**config.mk**
```make
export PLATFORM = sky130hd
export DESIGN_NAME = fir_coeff_bank_ctrl_flat
export DESIGN_NICKNAME = d
export VERILOG_FILES = /design/src/rtl/fir_coeff_bank_ctrl_if.sv /design/src/rtl/fir_coeff_bank_ctrl.sv /design/src/flat_wrapper.sv
export SDC_FILE = /design/constraint.sdc
export NUM_CORES = 1
export LEC_CHECK = 0
export CAP_MARGIN = 15
export CELL_PAD_IN_SITES_DETAIL_PLACEMENT = 0
export CELL_PAD_IN_SITES_GLOBAL_PLACEMENT = 1
export CORE_MARGIN = 8
export CORE_UTILIZATION = 29
export CTS_BUF_LIST = sky130_fd_sc_hd__clkbuf_4
export DETAILED_ROUTE_END_ITERATION = 8
export MAX_ROUTING_LAYER = met4
export PLACE_DENSITY_LB_ADDON = 0.12
export SYNTH_ARGS = -nofsm -noshare
export SYNTH_HDL_FRONTEND = slang
export SYNTH_SLANG_ARGS = --single-unit
```
**constraint.sdc**
```tcl
create_clock -name clk -period 1.6 [get_ports clk]
set_clock_uncertainty 0.2 [all_clocks]
set_input_delay 0.24 -clock clk [delete_from_list [all_inputs] [get_ports clk]]
set_output_delay 0.24 -clock clk [all_outputs]
set_load 0.01 [all_outputs]
```
**src/rtl/fir_coeff_bank_ctrl_if.sv**
```systemverilog
// fir_coeff_bank_ctrl_if: engine-store read port, shadow-bank write port and bank-swap status
interface fir_coeff_bank_ctrl_if #(
    parameter int COEFF_W = 16,
    parameter int ADDR_W = 7
);
    logic start;
    logic [ADDR_W:0] numtaps;
    logic src_rd;
    logic [ADDR_W-1:0] src_addr;
    logic signed [COEFF_W-1:0] src_data;
    logic wr_en;
    logic wr_bank;
    logic [ADDR_W-1:0] wr_addr;
    logic signed [COEFF_W-1:0] wr_data;
    logic sample_strobe;
    logic active_bank;
    logic [ADDR_W:0] active_taps;
    logic busy;
    logic done;
    logic err;
    modport master (
        output start, numtaps, src_data, sample_strobe,
        input src_rd, src_addr, wr_en, wr_bank, wr_addr, wr_data, active_bank, active_taps, busy, done, err
    );
    modport slave (
        input start, numtaps, src_data, sample_strobe,
        output src_rd, src_addr, wr_en, wr_bank, wr_addr, wr_data, active_bank, active_taps, busy, done, err
    );
endinterface

```
**src/rtl/fir_coeff_bank_ctrl.sv**
```systemverilog
// fir_coeff_bank_ctrl: copies a new tap set, zero-padded, into the shadow bank and swaps banks on a sample boundary
module fir_coeff_bank_ctrl #(
    parameter int COEFF_W = 16,
    parameter int MAX_TAPS = 101,
    parameter int ADDR_W = 7
) (
    input logic clk,
    input logic rst,
    fir_coeff_bank_ctrl_if.slave bus
);
    typedef enum logic [1:0] {IDLE, LOAD, DRAIN, WAIT_SWAP} state_t;
    localparam logic [ADDR_W:0] MAX_N = (ADDR_W+1)'(MAX_TAPS);
    localparam logic [ADDR_W-1:0] LAST_K = ADDR_W'(MAX_TAPS - 1);
    state_t state_q;
    logic [ADDR_W-1:0] k_q, pk_q;
    logic [ADDR_W:0] pend_q, taps_q;
    logic pv_q, pz_q, bank_q, done_q, err_q, rd_ok;
    assign rd_ok = (state_q == LOAD) && ({1'b0, k_q} < pend_q);
    always_ff @(posedge clk) begin
        if (rst) begin
            state_q <= IDLE;
            k_q <= '0;
            pk_q <= '0;
            pend_q <= '0;
            taps_q <= '0;
            pv_q <= 1'b0;
            pz_q <= 1'b0;
            bank_q <= 1'b0;
            done_q <= 1'b0;
            err_q <= 1'b0;
        end else begin
            done_q <= 1'b0;
            err_q <= 1'b0;
            // one-deep stage aligns each tap index with its read data
            pv_q <= state_q == LOAD;
            pk_q <= k_q;
            pz_q <= rd_ok;
            case (state_q)
                IDLE: if (bus.start) begin
                    if (bus.numtaps != '0 && bus.numtaps <= MAX_N) begin
                        pend_q <= bus.numtaps;
                        k_q <= '0;
                        state_q <= LOAD;
                    end else begin
                        err_q <= 1'b1;
                    end
                end
                LOAD: begin
                    k_q <= k_q + 1'b1;
                    if (k_q == LAST_K) state_q <= DRAIN;
                end
                DRAIN: state_q <= WAIT_SWAP;
                WAIT_SWAP: if (bus.sample_strobe) begin
                    bank_q <= ~bank_q;
                    taps_q <= pend_q;
                    done_q <= 1'b1;
                    state_q <= IDLE;
                end
                default: state_q <= IDLE;
            endcase
        end
    end
    assign bus.src_rd = rd_ok;
    assign bus.src_addr = state_q == LOAD ? k_q : '0;
    assign bus.wr_en = pv_q;
    assign bus.wr_bank = ~bank_q;
    assign bus.wr_addr = pv_q ? pk_q : '0;
    assign bus.wr_data = (pv_q && pz_q) ? bus.src_data : '0;
    assign bus.active_bank = bank_q;
    assign bus.active_taps = taps_q;
    assign bus.busy = state_q != IDLE;
    assign bus.done = done_q;
    assign bus.err = err_q;
endmodule

```
**src/flat_wrapper.sv**
```systemverilog
// flat-port wrapper written by rule: the top's interface ports become plain ports
module fir_coeff_bank_ctrl_flat 
#(
    parameter int COEFF_W = 16,
    parameter int MAX_TAPS = 101,
    parameter int ADDR_W = 7
)
  (clk, rst, bus_start, bus_numtaps, bus_src_data, bus_sample_strobe, bus_src_rd, bus_src_addr, bus_wr_en, bus_wr_bank, bus_wr_addr, bus_wr_data, bus_active_bank, bus_active_taps, bus_busy, bus_done, bus_err);
  fir_coeff_bank_ctrl_if #(.COEFF_W(COEFF_W), .ADDR_W(ADDR_W)) bus_i ();
  input logic clk;
  input logic rst;
  input wire logic [$bits(bus_i.start)-1:0] bus_start;
  input wire logic [$bits(bus_i.numtaps)-1:0] bus_numtaps;
  input wire logic [$bits(bus_i.src_data)-1:0] bus_src_data;
  input wire logic [$bits(bus_i.sample_strobe)-1:0] bus_sample_strobe;
  output wire logic [$bits(bus_i.src_rd)-1:0] bus_src_rd;
  output wire logic [$bits(bus_i.src_addr)-1:0] bus_src_addr;
  output wire logic [$bits(bus_i.wr_en)-1:0] bus_wr_en;
  output wire logic [$bits(bus_i.wr_bank)-1:0] bus_wr_bank;
  output wire logic [$bits(bus_i.wr_addr)-1:0] bus_wr_addr;
  output wire logic [$bits(bus_i.wr_data)-1:0] bus_wr_data;
  output wire logic [$bits(bus_i.active_bank)-1:0] bus_active_bank;
  output wire logic [$bits(bus_i.active_taps)-1:0] bus_active_taps;
  output wire logic [$bits(bus_i.busy)-1:0] bus_busy;
  output wire logic [$bits(bus_i.done)-1:0] bus_done;
  output wire logic [$bits(bus_i.err)-1:0] bus_err;
  assign bus_i.start = bus_start;
  assign bus_i.numtaps = bus_numtaps;
  assign bus_i.src_data = bus_src_data;
  assign bus_i.sample_strobe = bus_sample_strobe;
  assign bus_src_rd = bus_i.src_rd;
  assign bus_src_addr = bus_i.src_addr;
  assign bus_wr_en = bus_i.wr_en;
  assign bus_wr_bank = bus_i.wr_bank;
  assign bus_wr_addr = bus_i.wr_addr;
  assign bus_wr_data = bus_i.wr_data;
  assign bus_active_bank = bus_i.active_bank;
  assign bus_active_taps = bus_i.active_taps;
  assign bus_busy = bus_i.busy;
  assign bus_done = bus_i.done;
  assign bus_err = bus_i.err;
  fir_coeff_bank_ctrl #(.COEFF_W(COEFF_W), .MAX_TAPS(MAX_TAPS), .ADDR_W(ADDR_W)) u_core (.clk(clk), .rst(rst), .bus(bus_i));
endmodule
```
==> summary.md, run 1 <==
| Metric | Value |
|---|---|
| Layout cells sized above 1 | `57.80%` |
| Cts hold-fix bufs | `0` |
| Max Transition Viols Final | `0` |
| 1st-iter DRT viols | `84` |
| Critical Path Fanout Max | `2` |
| Critical Path Source | `u_core.k_q[4]` |
| Routed vias/inst | `4.661` |
| Buffers on Ports | `72` |
| Clock Path Buffers | `2` |
| Hold Crit Depth | `3` |
| Max-cap violations | `0` |
| Chip width | `95.45 um` |
| Crit-path leading delay family | `compound AO/OA/AOI/OAI gates` |
| Final min period | `2.187 ns` |
| Core footprint | `6241 um^2` |
| Final period util | `136.7%` |
| Final Setup Violations | `47` |
| Max incr delay on CP | `0.38 ns` |
| Initial antenna violation count | `0` |
| Register area share after synthesis | `40.46%` |
| Total GRT Usage | `13.96%` |
| CP most frequent cell | `a21oi_2` |
| Worst hold path class | `primary input to register` |
| Worst endpoint required time | `1.16 ns` |
| Nets | `412` |
| Syn Nets | `256` |
| First-pass GRT wire length | `9742 um` |
| Per-cell routed wire length | `14.76 um` |
| Min-Delay Endpoint | `u_core.pend_q[0]` |
| Worst Setup Start Kind | `register` |
| I/O pin cnt | `73` |
| Final wirelength | `6628 um` |
| Die ar. | `9111 um^2` |
| Fin cells | `449` |
| Flop-to-flop setup slack | `-0.29 ns` |
| # diodes | `0` |
| Synth cell types | `37` |
| Peak supply drop | `0.7326 mV` |
| Die Ht | `95.45 um` |
| Area growth from synthesis to layout | `115.4%` |
| Data arrival, critical path | `1.75 ns` |
| Root Driver | `clkbuf_4` |
| Crit. End Element | `output port` |
| Relative slew slack | `80.69%` |
| Via count | `2093` |
| CTS tree | `yes` |
| Initial Utilization | `29.33%` |
| Cells after Synth | `215` |
| Drt first pass iters | `5` |
| Reg2reg start | `u_core.k_q[4]` |
| Worst slew pin tran | `0.2891 ns` |
| Layout Utilization | `63.17%` |
| Final Power | `3868 uW` |
| Failing checks | `setup timing` |
| RSZ-0062 raised after global routing | `true` |
| Worst-Skew Late Latency | `0.35 ns` |
| Crit Path Class | `register to output port` |
| Highest clock rate | `457.2 MHz` |
| Mapped Avg Cell Area | `8.514 um^2` |
| Synth warn | `0` |
| HP Start | `bus_numtaps[0]` |
| Cells along the critical path | `ha_4 -> a21o_1 -> a21oi_2 -> o21ai_2 -> a21oi_2 -> o21a_1 -> buf_6` |
| #FFs+latches synth | `37` |
| Final WS setup | `-0.5870 ns` |
| Placed insts | `412` |
| Global route overflow | `0` |
| Number of CTS-inserted buffers | `5` |
| Hpwl dp | `4379 um` |
| CTS clk-pin slew, worst paths | `0.12 ns` |
| DRT antenna net count | `0` |
| Clock sink count | `37` |
| DRC violations left | `0` |
| Pre-CTS setup slack | `-0.6848 ns` |
| CP Buf/Inv Count | `1` |
| Post-synthesis cell area | `1831 um^2` |
| Reg2reg end | `u_core.state_q[1]` |
| Largest net degree at the start of global routing | `21` |
| H-tree Lvls | `2` |
| GPL Wtd Cong | `0.8295` |
| Status | `finished with violations` |
| Hold Fails Final Rpt | `0` |
| Power density cells | `981.1 nW/um^2` |
| Worst reg2reg path depth | `8` |
| Leak Pwr | `0.001745 uW` |
| CP max stage cell | `dfxtp_4` |
| Setup TNS Final | `-4.431 ns` |
| # rows | `29` |
| Vias in the first global route | `2065` |
-- synthesized netlist by cell type --
library cell  number  share of area, %
nand3_1            4               1.1
inv_2              1              0.20
ha_1              13               8.9
and2_1            12               4.1
nor3_1             3              0.82
o2111ai_1          1              0.48
nor4bb_1           1              0.55
o32a_1             1              0.55
clkbuf_1           9               1.8
a31oi_1            4               1.4
xnor2_1            1              0.48
a211oi_1           1              0.41
nand4b_1           2              0.96
nand2_1           25               5.1
a32o_1             1              0.55
a32oi_1            1              0.48
a21o_1             3               1.2
and3_1            17               5.8
nor2_1            22               4.5
a211oi_2           1              0.68
dfxtp_1           37                40
buf_6              1              0.62
o21a_1             2              0.82
o21ai_0            2              0.55
o21ai_2            1              0.48
nor3_4             1              0.89
nor2b_1            5               1.7
inv_1             13               2.7
or4b_1             2               1.1
a21oi_1           13               3.6
mux2i_1            7               3.8
nor3b_1            1              0.41
nand2b_1           3               1.0
a22o_1             1              0.48
a31o_2             1              0.48
nor4_1             1              0.34
a311oi_1           1              0.48
-- metal layers --
metal | global-route usage, % | routed length, um | up-vias
met1 | 17.08 | 2837 | 950
met4 | 4.225 | 72 | 0
met5 | - | 0 | -
li1 | - | - | 1053
met2 | 22.27 | 3160 | 85
met3 | 3.228 | 559 | 5
-- worst max path at each step --
stage                             to  slack, ns  cells past startpoint
after floorplan           bus_src_rd      -0.07                      6
after global placement    bus_src_rd      -0.70                      8
after detailed placement  bus_src_rd      -0.68                      8
after CTS                 bus_src_rd      -0.60                      7
after global routing      bus_src_rd      -0.66                      7
final                     bus_src_rd      -0.59                      7
-- final cells by class --
cell class / instances / area (um^2)
Timing Repair Buffer: 158 / 1528
Multi-Input combinational cell: 155 / 1434
Tap cell: 77 / 96.34
Inverter: 14 / 65.06
Clock buffer: 7 / 52.55
Clock inverter: 1 / 3.754
Fill cell: 522 / 2298
Sequential cell: 37 / 763.2
-- cell families (layout without fill, tap and decap cells) --
| kind of cell | Yosys count | after routing | synth area share [%] |
|---|---|---|---|
| adder cells (fa/ha/maj) | 13 | 13 | 8.886 |
| XOR/XNOR | 1 | 1 | 0.4786 |
| AO/OA/AOI/OAI | 34 | 34 | 12.58 |
| buffers and inverters | 24 | 180 | 5.331 |
| flip-flops | 37 | 37 | 40.46 |
| multiplexers | 7 | 7 | 3.828 |
| AND/OR/NAND/NOR | 99 | 100 | 28.44 |
-- registers in the layout, indices dropped and copies added (netlist names), 2 cells and up --
register	count
u_core.k_q	7
u_core.pend_q	8
u_core.pk_q	7
u_core.state_q	2
u_core.bus.active_taps	8
-- where the power goes --
| part | switching (uW) | total [uW] | internal [uW] |
|---|---|---|---|
| clock network | 317 | 520 | 203 |
| registers | 69.9 | 1070 | 1000 |
| logic | 920 | 2280 | 1360 |
| total | 1310 | 3870 | 2560 |
-- worst register-to-register path: stages (launching register included) --
cell	delay (ns)
dfxtp_4	0.38
buf_4	0.14
buf_8	0.11
nor4bb_4	0.32
nand3_4	0.13
a21oi_4	0.21
buf_4	0.13
a21o_1	0.12
a21oi_2	0.05
-- cells in the final DEF, fill, tap and decap left out, types with 12 or more instances in the layout --
| cell | Yosys | final |
|---|---|---|
| buf_4 | 0 | 53 |
| buf_6 | 1 | 49 |
| dfxtp_1 | 37 | 23 |
| clkdlybuf4s50_1 | 0 | 20 |
| nor2_1 | 22 | 19 |
| nand2_1 | 25 | 18 |
| dlygate4sd2_1 | 0 | 16 |
| and2_4 | 0 | 13 |
| dfxtp_2 | 0 | 12 |
-- repair_timing --
item                       in CTS  in global routing
setup endpoints to repair      72                 58
cloned                          2                  2
gates resized for setup       239                 66
buffers inserted               22                 12
pin swaps                      34                 29
-- through the flow --
stage          hold slack (ns)  cell area [um^2]
5_1_grt               0.007819              3943
3_3_place_gp            0.2423              3168
4_1_cts                 0.1561              3582
2_1_floorplan           0.1867              1911
6_report              0.009742              3943
3_5_place_dp            0.2472              3168
Note: power is estimated with default switching activity, not from simulation.
==> run 2: changes to the inputs <==
- PLACE_DENSITY_LB_ADDON: 0.12 -> 0.1
==> run 2 against run 1 <==
  * The run still ends with setup timing left
  * Critical path type unchanged
  * Routed wire length down 4.8%
  * Clock power up 29%
  * Fmax up 2.1%
  * Register-to-register slack better by 0.07 ns
  * Critical endpoint unchanged
  * Flip-flop and latch count unchanged
  * Setup slack better by 0.044 ns
  * Cell count down 2.4%
  * Sequential power about the same
  * Worst hold slack better by 0.18 ns
  * Sequential share of layout area up 0.69 points
  * Largest power group unchanged
==> summary.md, run 2 (synthesis gave the netlist of run 1 again) <==
| Metric | Value |
|---|---|
| Reg2reg end | `u_core.state_q[0]` |
| H-tree Lvls | `2` |
| Die Ht | `95.45 um` |
| Worst endpoint required time | `1.16 ns` |
| RSZ-0062 raised after global routing | `true` |
| Number of CTS-inserted buffers | `5` |
| DRC violations left | `0` |
| Initial Utilization | `29.33%` |
| Worst-Skew Late Latency | `0.34 ns` |
| # rows | `29` |
| Setup TNS Final | `-4.639 ns` |
| Data arrival, critical path | `1.70 ns` |
| Final WS setup | `-0.5428 ns` |
| Max-cap violations | `0` |
| Leak Pwr | `0.001654 uW` |
| 1st-iter DRT viols | `75` |
| Total GRT Usage | `14.18%` |
| Hold Fails Final Rpt | `0` |
| Power density cells | `970.5 nW/um^2` |
| Placed insts | `401` |
| Most common cell after layout, fill and taps aside | `buf_6` |
| Final period util | `133.9%` |
| Die ar. | `9111 um^2` |
| Largest net degree at the start of global routing | `17` |
| Routed vias/inst | `4.623` |
| Final min period | `2.143 ns` |
| Combinational power share | `53.8%` |
| NetSw | `1202 uW` |
| Top sig layer | `met4` |
| Most frequent cells in the layout | `buf_6 (52), buf_4 (47), nand2_1 (23)` |
| Internal Power | `2523 uW` |
| Highest clock rate | `466.7 MHz` |
| Per-cell routed wire length | `14.40 um` |
| Clock share of power | `18.0%` |
| Clock Path Buffers | `2` |
| I/O pin cnt | `73` |
| Switching part of the total power | `32.26%` |
| Hold Crit Depth | `3` |
| First-pass GRT wire length | `10010 um` |
| Worst reg2reg path depth | `7` |
| Placed inst area | `3098 um^2` |
| Worst hold path class | `primary input to register` |
| GPL Wtd Cong | `0.7935` |
| Area growth from synthesis to layout | `109.7%` |
| Chip width | `95.45 um` |
| Nets | `401` |
| Failing checks | `setup timing` |
| Met3 routed WL | `459 um` |
| Core footprint | `6241 um^2` |
| Crit. End Element | `output port` |
| Fin cells | `438` |
| Min-Delay Endpoint | `u_core.pend_q[2]` |
| HP Start | `bus_numtaps[2]` |
| Max Transition Viols Final | `0` |
| DRT antenna net count | `0` |
| Peak supply drop | `0.7218 mV` |
| Global route overflow | `0` |
| Worst slew pin tran | `0.3391 ns` |
| Worst Setup Start Kind | `register` |
| WL met1 | `2555 um` |
| Crit Path Class | `register to output port` |
| Cts hold-fix bufs | `0` |
| Root Driver | `clkbuf_4` |
| Pre-CTS setup slack | `-0.6461 ns` |
| Critical Path Fanout Max | `2` |
| # fillers | `565` |
| Layout cells sized above 1 | `55.96%` |
| Status | `finished with violations` |
| Via count | `2025` |
| Final instance area | `3839 um^2` |
| Sequential Power Share | `28.2%` |
| # diodes | `0` |
| Clock sink count | `37` |
| Initial antenna violation count | `0` |
| Relative slew slack | `77.34%` |
| Vias in the first global route | `2101` |
| Final Power | `3725 uW` |
| CTS tree | `yes` |
| Reg2reg start | `u_core.k_q[4]` |
| Hpwl dp | `4360 um` |
| Critical Path Source | `u_core.k_q[4]` |
| Drt first pass iters | `4` |
| Met2 wire length | `3252 um` |
| Buffers on Ports | `72` |
| Final Setup Violations | `47` |
| Flop-to-flop setup slack | `-0.22 ns` |
| Final wirelength | `6309 um` |
| CTS clk-pin slew, worst paths | `0.12 ns` |
## run 2: worst max path at each step
stage | endpoint | slack, ns | depth (start not counted)
finish | bus_src_rd | -0.54 | 7
global route | bus_src_rd | -0.67 | 7
CTS | bus_src_rd | -0.56 | 7
floorplan | bus_src_rd | -0.07 | 6
detailed placement | bus_src_rd | -0.65 | 8
global placement | bus_src_rd | -0.64 | 8
## run 2: power by group through the flow
stage / logic [uW] / registers (uW) / clock network (uW)
floorplan: 569 / 1070 / 0
global placement: 1250 / 1050 / 0
detailed placement: 1250 / 1050 / 0
CTS: 2000 / 1050 / 685
global route: 2170 / 1060 / 731
finish: 2010 / 1050 / 671
## run 2: layout make-up
cell class | instances | area, um^2 | share of cell area, %
Clock buffer | 6 | 45.04 | 1.173
Sequential cell | 37 | 769.5 | 20.05
Tap cell | 77 | 96.34 | 2.510
Timing Repair Buffer | 148 | 1475 | 38.43
Inverter | 14 | 65.06 | 1.695
Clock inverter | 2 | 33.78 | 0.8801
Multi-Input combinational cell | 154 | 1354 | 35.27
## run 2: metal layers
| layer | vias to the layer above | track usage (%) |
|---|---|---|
| li1 | 1024 | - |
| met1 | 938 | 15.16 |
| met2 | 59 | 25.66 |
| met3 | 4 | 3.622 |
| met4 | 0 | 3.073 |
| met5 | - | - |
## run 2: timing repair
action	4_1_cts	5_1_grt
endpoints found under the hold margin	0	0
setup endpoints to repair	64	51
pin swaps	24	20
resized for setup	251	41
gates cloned	3	0
buffers inserted	22	10
## run 2: metrics by stage
stage / util, % / hold WS, ns
detailed placement: 49.64 / 0.2488
finish: 61.51 / 0.1911
floorplan: - / 0.1867
global route: 61.51 / 0.1986
global placement: 49.64 / 0.2413
CTS: 58.78 / 0.1810
## run 2: worst max-delay path, stage by stage (launching register included)
cell and delay [ns]:
dfxtp_4 0.37, ha_4 0.24, a21o_1 0.16, a21oi_2 0.13, o21ai_2 0.07, a21oi_2 0.14, o21a_1 0.15, buf_6 0.11
==> RTL edit, RTL diff (config.mk and constraints of run 2) <==
Reset style: asynchronous (`rst`), changed in one clocked block.
--- a/src/rtl/fir_coeff_bank_ctrl.sv
+++ b/src/rtl/fir_coeff_bank_ctrl.sv
@@ -16,7 +16,7 @@
     logic [ADDR_W:0] pend_q, taps_q;
     logic pv_q, pz_q, bank_q, done_q, err_q, rd_ok;
     assign rd_ok = (state_q == LOAD) && ({1'b0, k_q} < pend_q);
-    always_ff @(posedge clk) begin
+    always_ff @(posedge clk or posedge rst) begin
         if (rst) begin
             state_q <= IDLE;
             k_q <= '0;
Check against the original RTL: differs if rst is asserted again (counterexample within 4 cycles, from zero or initial values and one cycle with rst high); with rst held inactive, the same outputs for 10 cycles.
==> RTL edit against run 2 <==
The run still ends with negative setup slack left. Total power is 66% higher. Combinational power is 91% higher. Final area is 0.20% higher. Core utilization is 1.3 points lower. Area after synthesis is 5.7% higher. Sequential cell count stayed put. Worst setup slack worse by 84 ps. Synthesized cell count is 15% lower. Largest cell class unchanged. Wire length is 2.8% lower.
==> RTL edit: results (changes against run 2) <==
Setup path
  – Reg2reg path depth: 10 (was 7)
  – R2R Setup Slk: -370 ps (was -220 ps)
  – Worst setup path start: u_core.pend_q[4] (was u_core.k_q[4])
  – CP arrival: 1790 ps (was 1700 ps)

Run status
  – Outcome: complete, but fails checks (unchanged)
  – Failing checks: negative setup slack (unchanged)

Timing
  – Final setup fails: 52 (was 47)
  – Setup TNS: -10630 ps (was -4640 ps)
  – Min setup slack post-route: -627 ps (was -543 ps)

Logic synthesis
  – Async SR Flop Fraction: 100% (was 0%)
  – Most instantiated cells after synthesis: 37 x dfrtp_1, 16 x and3_1, 16 x inv_1, 16 x nand2_1 (was 37 x dfxtp_1, 25 x nand2_1, 22 x nor2_1)
  – Seq/Total Area, Yosys: 47.8% (was 40.5%)
  – Net Count, Synth: 224 (was 256)

Pwr
  – Leakage: 1.81 nW (was 1.65 nW)
  – Maximum vdd ir drop: 0.990 mV (was 0.722 mV)

Placement
  – Post-DP Area: 3060 um^2 (was 3100 um^2)
  – Pre-CTS WS: -706 ps (was -646 ps)

Finish
  – Share of cells above drive strength 1: 57.4% (was 56.0%)

Global route
  – First-pass GRT wire length: 9.87 mm (was 10.0 mm)
  – Vias in the first global route: 1870 (was 2101)
  – Largest net degree at the start of global routing: 38 (was 17)

Route
  – Initial DRC count: 59 (was 75)
  – DR vias/cell: 4.66 (was 4.62)
  – Routed len/inst: 15.5 um (was 14.4 um)

Min path
  – HP Class: primary input to async pin (was primary input to register)
-- RTL edit: changes by cell type after synthesis, moves of 10 or more --
cell and change:
dfrtp_1 +37, nor2_1 -17, mux2_2 +10, dfxtp_1 -37
-- RTL edit: worst max path at each step --
stage / to
6_report: bus_src_rd
5_1_grt: bus_src_rd
4_1_cts: bus_src_rd
3_5_place_dp: bus_src_rd
3_3_place_gp: bus_src_rd
2_1_floorplan: bus_src_rd
-- RTL edit: repair_timing --
item,4_1_cts,5_1_grt
setup buffers,21,7
pin swaps,18,22
cloned,3,2
endpoints found under the setup margin,72,57
resized for setup,214,80
hold endpoints to repair,0,0
-- RTL edit: cells by family after synthesis --
group / share of synthesized area, %
muxes: 7.11
DFF: 47.8
AOI/OAI and AO/OA: 13.1
buffers and inverters: 4.07
xor gates and xnor gates: 0.453
adders and majority gates: 8.40
and+or+nand+nor: 19.1
-- RTL edit: critical path: cells and delay by family (launching register included) --
kind / cells / cell delay (ps)
adder cells (fa/ha/maj): 1 / 200
flip-flops: 1 / 410
buffers and inverters: 2 / 190
AO/OA/AOI/OAI: 5 / 660
-- RTL edit: power by group --
part	internal, W	switching, W
Combinational	0.00223	0.00161
Clock	0.000492	0.000339
Sequential	0.00129	0.000224
Total	0.00401	0.00217
-- RTL edit: through the flow --
step / util (%) / std cells
after detailed placement: 48.0 / 360
after global routing: 60.2 / 396
after global placement: 48.0 / 360
after floorplan: - / 183
final: 60.2 / 396
after CTS: 54.6 / 390
-- RTL edit: final cells by class --
| class | count | area (um^2) |
|---|---|---|
| fillers | 535 | 2540 |
| repair buffers | 132 | 1360 |
| multi-input cells | 126 | 1290 |
| flip-flops and latches | 37 | 928 |
| well taps | 77 | 96.3 |
| clock inverters | 3 | 68.8 |
| inverters | 16 | 67.6 |
| clock buffers | 5 | 37.5 |
-- RTL edit: metal layers --
metal  part of all wire [%]  GRT usage, %
met1                     45          15.2
met2                     48          20.9
met3                    6.1          4.48
met4                    1.2          3.50
met5                      0             -
